[config.mk]
export PLATFORM = sky130hd
export DESIGN_NAME = dmem_responder
export DESIGN_NICKNAME = d
export VERILOG_FILES = /design/src/rtl/dmem_responder.sv
export SDC_FILE = /design/constraint.sdc
export NUM_CORES = 2
export LEC_CHECK = 0
export ABC_AREA = 0
export CAP_MARGIN = 40
export CORE_UTILIZATION = 56
export CTS_CLUSTER_DIAMETER = 80
export DETAILED_ROUTE_END_ITERATION = 8
export PLACE_DENSITY = 0.85
export SYNTH_ARGS = -nofsm -noshare
export SYNTH_HDL_FRONTEND = slang
export SYNTH_SLANG_ARGS = --single-unit
[constraint.sdc]
create_clock -name clk -period 2.75 [get_ports clk]
set_input_delay 0.55 -clock clk [delete_from_list [all_inputs] [get_ports clk]]
set_output_delay 0.55 -clock clk [all_outputs]
set_load 0.005 [all_outputs]
[src/rtl/dmem_responder.sv]
// Data-memory responder for the LEGv8 DM_* interface: one request at a time,
// WAIT programmable wait states, one-cycle DM_ready completion pulse.
module dmem_responder #(
   parameter int N     = 64,
   parameter int DEPTH = 32,
   parameter int WAIT  = 2
) (
   input  logic         clk,
   input  logic         reset,
   input  logic [N-1:0] DM_addr,
   input  logic [N-1:0] DM_writeData,
   input  logic         DM_writeEnable,
   input  logic         DM_readEnable,
   output logic [N-1:0] DM_readData,
   output logic         DM_ready,
   output logic         DM_error,
   output logic         DM_busy
);

   localparam int AW = $clog2(DEPTH);
   localparam logic [N-1:0] LIMIT = N'(DEPTH * 8);

   typedef enum logic [1:0] {
      IDLE = 2'd0,
      BUSY = 2'd1,
      RESP = 2'd2
   } state_t;

   state_t         state_q, state_d;
   logic [3:0]     cnt_q, cnt_d;
   logic [N-1:0]   addr_q, addr_d;
   logic [N-1:0]   wdata_q, wdata_d;
   logic [N-1:0]   rdata_q, rdata_d;
   logic           we_q, we_d;
   logic           re_q, re_d;
   logic [N-1:0]   mem_q [DEPTH];

   logic [AW-1:0]  idx;
   logic           legal;
   logic           mem_we;

   // Legality is judged on the latched request, so DM_error stays stable in RESP.
   assign idx   = addr_q[AW+2:3];
   assign legal = !(we_q && re_q) && (addr_q[2:0] == 3'b000) && (addr_q < LIMIT);

   always_comb begin
      state_d = state_q;
      cnt_d   = cnt_q;
      addr_d  = addr_q;
      wdata_d = wdata_q;
      we_d    = we_q;
      re_d    = re_q;
      rdata_d = rdata_q;
      mem_we  = 1'b0;
      case (state_q)
         IDLE: begin
            if (DM_readEnable || DM_writeEnable) begin
               addr_d  = DM_addr;
               wdata_d = DM_writeData;
               we_d    = DM_writeEnable;
               re_d    = DM_readEnable;
               cnt_d   = 4'(WAIT);
               state_d = BUSY;
            end
         end
         BUSY: begin
            if (cnt_q != 4'd0) begin
               cnt_d = cnt_q - 4'd1;
            end else begin
               state_d = RESP;
               mem_we  = legal && we_q;
               if (legal && re_q) begin
                  rdata_d = mem_q[idx];
               end
            end
         end
         RESP: begin
            state_d = IDLE;
         end
         default: begin
            state_d = IDLE;
         end
      endcase
   end

   always_ff @(posedge clk or negedge reset) begin
      if (!reset) begin
         state_q <= IDLE;
         cnt_q   <= '0;
         addr_q  <= '0;
         wdata_q <= '0;
         we_q    <= 1'b0;
         re_q    <= 1'b0;
         rdata_q <= '0;
      end else begin
         state_q <= state_d;
         cnt_q   <= cnt_d;
         addr_q  <= addr_d;
         wdata_q <= wdata_d;
         we_q    <= we_d;
         re_q    <= re_d;
         rdata_q <= rdata_d;
      end
   end

   // Whole-array clear on reset rules out block RAM; the array is flop-based.
   always_ff @(posedge clk or negedge reset) begin
      if (!reset) begin
         for (int i = 0; i < DEPTH; i++) begin
            mem_q[i] <= '0;
         end
      end else if (mem_we) begin
         mem_q[idx] <= wdata_q;
      end
   end

   assign DM_readData = rdata_q;
   assign DM_ready    = (state_q == RESP);
   assign DM_error    = (state_q == RESP) && !legal;
   assign DM_busy     = (state_q != IDLE);

endmodule

==> results.cfg <==
[run_status]
status = finished with violations
violations = negative setup slack

[clocking]
clkSinkCount = 2248
cts.path.max_buffers = 3
cts_tree = yes
cts_buffers = 220
htree_levels = 4
cts-root-buf = clkbuf_16
path_clk_slew_ns = 0.06
clk_latency_ns = 0.89

[drt]
wl_per_cell_um = 30.63
ant_nets = 0
first_pass_iters = 6
wl_um = 310500
route.detailed.drc = 0
first_iter_violations = 6868
dr_total_vias = 66970
drt-vias-per-instance = 6.607

[worst_setup_path]
slowest_delay_ns = 0.39
cp.arrival_ns = 3.90
r2r_slack_ns = -0.40
crit_required_ns = 3.50
rr_worst_depth = 10
path_cells = nor4_2 > nand4_1 > or3_4 > buf_4 > buf_12 > buf_16 > nor4_4 > buf_6 > bufbuf_16 > mux2_2
crit_cells = 10
path_max_fanout = 8
cp-end-kind = flop
cp_num_buf_inv = 5
crit_path_top_delay_cell = dfrtp_1
crit_family = simple AND/OR/NAND/NOR gates
start_kind = flop
crit_type = reg -> reg

[floorplanning]
initial_core_util_pct = 56.45
die_h_um = 426.5
die_w_um = 426.5
rows = 155
die_area_sq_mm = 0.1819
core_sq_mm = 0.1788
num_io_pins = 199

[hold_path]
worst_hold_path.num_cells = 2
hold_path.class = in -> reg

[placed_design]
dpl.hpwl_um = 176500
dpl_cell_area_sq_mm = 0.1120
globalplace.congestion = 0.8513
port_buffers = 198

[timing]
worst_hold_slack_ns = 0.2781
clock-skew-final_ns = 0.06565
fin_crit_ns = 3.145
fin_crit_sh_pct = 114.4
setup_viol = 2099
hold_viol = 0
slew_headroom_pct = 31.52
max_freq_mhz = 317.9
worstMarginPinSlew_ns = 1.027
slew_violations = 0
rsz0062_at_grt = true
final.setup.worst_slack_ns = -0.3954

[power_and_ir_drop]
power_uw = 90430
peakVddDrop_mv = 0.5803
powerDensity_mw_per_mm2 = 733.4
p_leak_uw = 0.06058

[synth]
syn_avg_cell_area_sq_um = 14.39
synthAdderAreaFrac_pct = 0.02479
ys_warn_count = 0
synth_area_leaders = dfrtp_1 (56%), mux2_2 (23%), mux2i_1 (10%)
yosys.area_share.simple_pct = 2.302
synth-xor-area-share_pct = 0.01736
syn-num-nets = 7150
synth-seq-cells = 2248
synth_top_area_cell = dfrtp_1
synthCells = 7016
seq_area_frac_synth_pct = 55.74
synth_top_family_by_area = multiplexers
yosysTopAreaCellShare_pct = 55.74
synth_compound_area_share_pct = 3.200
ys_types = 37
syn_area_sq_mm = 0.1009
synthMuxAreaShare_pct = 35.15

[finish]
fillers = 10580
final_nets = 7730
drive_gt1_share_pct = 42.54
final_cell_mix = dfrtp_1 (2,247), mux2_2 (1,855), mux2i_1 (1,024)
area_growth_pct = 22.17
utilization_pct = 68.96
mostFrequentLayoutCell = dfrtp_1
final_area_sq_mm = 0.1233

[global_routing]
grt_pass1_vias = 69840
grt_usage_pct = 31.39
grt_max_degree = 105
antenna_found_initial = 4
grt_pass1_wl_um = 435000
grt_overflow = 0

[flow_run]
maxCapViolations = 0
## where the power goes
| part | total (uW) | internal, uW | switching, uW |
|---|---|---|---|
| clock network | 30700 | 17400 | 13400 |
| logic | 23700 | 9950 | 13800 |
| registers | 36000 | 34100 | 1910 |
| total | 90400 | 61400 | 29000 |
## logic make-up after synthesis
| logic type | count (synthesis) |
|---|---|
| AOI/OAI and AO/OA | 516 |
| xor gates and xnor gates | 2 |
| adders and majority gates | 2 |
| buffers and inverters | 657 |
| DFF | 2248 |
| muxes | 3264 |
| and+or+nand+nor | 327 |
## worst paths after layout
path,start,to
setup / recovery,addr_q[59],mem_q[1257]
hold / removal,DM_writeData[27],wdata_q[27]
setup reg to reg,addr_q[59],mem_q[1257]
hold reg to reg,mem_q[1907],mem_q[1907]
max in group asynchronous,reset,wdata_q[37]
min in group asynchronous,reset,addr_q[23]
## synth_stat cells
library cell	instances
o21ai_0	1
buf_6	126
and3_1	2
xnor2_1	1
or4_1	2
or4b_2	4
nor3_1	2
nand4bb_1	6
ha_1	2
a31oi_1	1
mux2_1	182
nand4_1	4
and3b_1	4
dfrtp_1	2248
nand2b_1	1
nand3_1	3
inv_1	5
nor3b_1	4
buf_4	25
clkbuf_1	324
or3_1	1
buf_1	120
mux2_2	2058
o21a_1	2
or3b_2	1
nand4_2	1
nand2_1	105
nor2_1	6
buf_2	54
o22ai_1	512
nor4_1	143
mux2i_1	1024
xor2_1	1
buf_8	3
nor4_4	32
nand4b_1	4
nor2b_1	2
## area by class of cell
cell class              instances  area (sq um)  share of cell area (%)
multi-input cells            4111         42160                   34.19
flip-flops and latches       2248         56260                   45.62
clock buffers                 332          6497                   5.269
diodes                          4         10.01                0.008118
inverters                       5         18.77                 0.01522
well taps                    2355          2947                   2.390
clock inverters                71         844.6                  0.6849
repair buffers               1010         14570                   11.81
## state kept, by name (all words and copies together), names as in the netlist
signal and count:
re_q 1, wdata_q 64, cnt_q 4, addr_q 64, we_q 1, state_q 2, DM_readData 64, mem_q 2048
## routing by layer
layer | up-vias | part of all wire [%] | GRT usage [%]
met1 | 35140 | 37 | 41.17
li1 | 26940 | - | -
met5 | - | 0.0042 | 0
met4 | 2 | 6.8 | 15.73
met2 | 3739 | 47 | 50.18
met3 | 1152 | 9.3 | 5.787
## timing repair
| action | in CTS | in global routing |
|---|---|---|
| pin swaps | 21 | 21 |
| hold buffers | 1 | 0 |
| gates cloned | 29 | 50 |
| setup endpoints to repair | 2024 | 2111 |
| setup buffers | 34 | 21 |
| hold endpoints to repair | 50 | 0 |
| gates resized for setup | 58 | 309 |
## per-stage QoR
| step | setup WS [ns] | cells | setup TNS, ns |
|---|---|---|---|
| floorplan | 0.03407 | 7016 | 0 |
| global placement | -0.2360 | 9540 | -159.69 |
| CTS | -0.4598 | 10060 | -204.48 |
| detailed placement | -0.2514 | 9596 | -192.30 |
| finish | -0.3954 | 10140 | -375.60 |
| global route | -0.4885 | 10130 | -569.85 |
(Power assumes the default switching activity.)
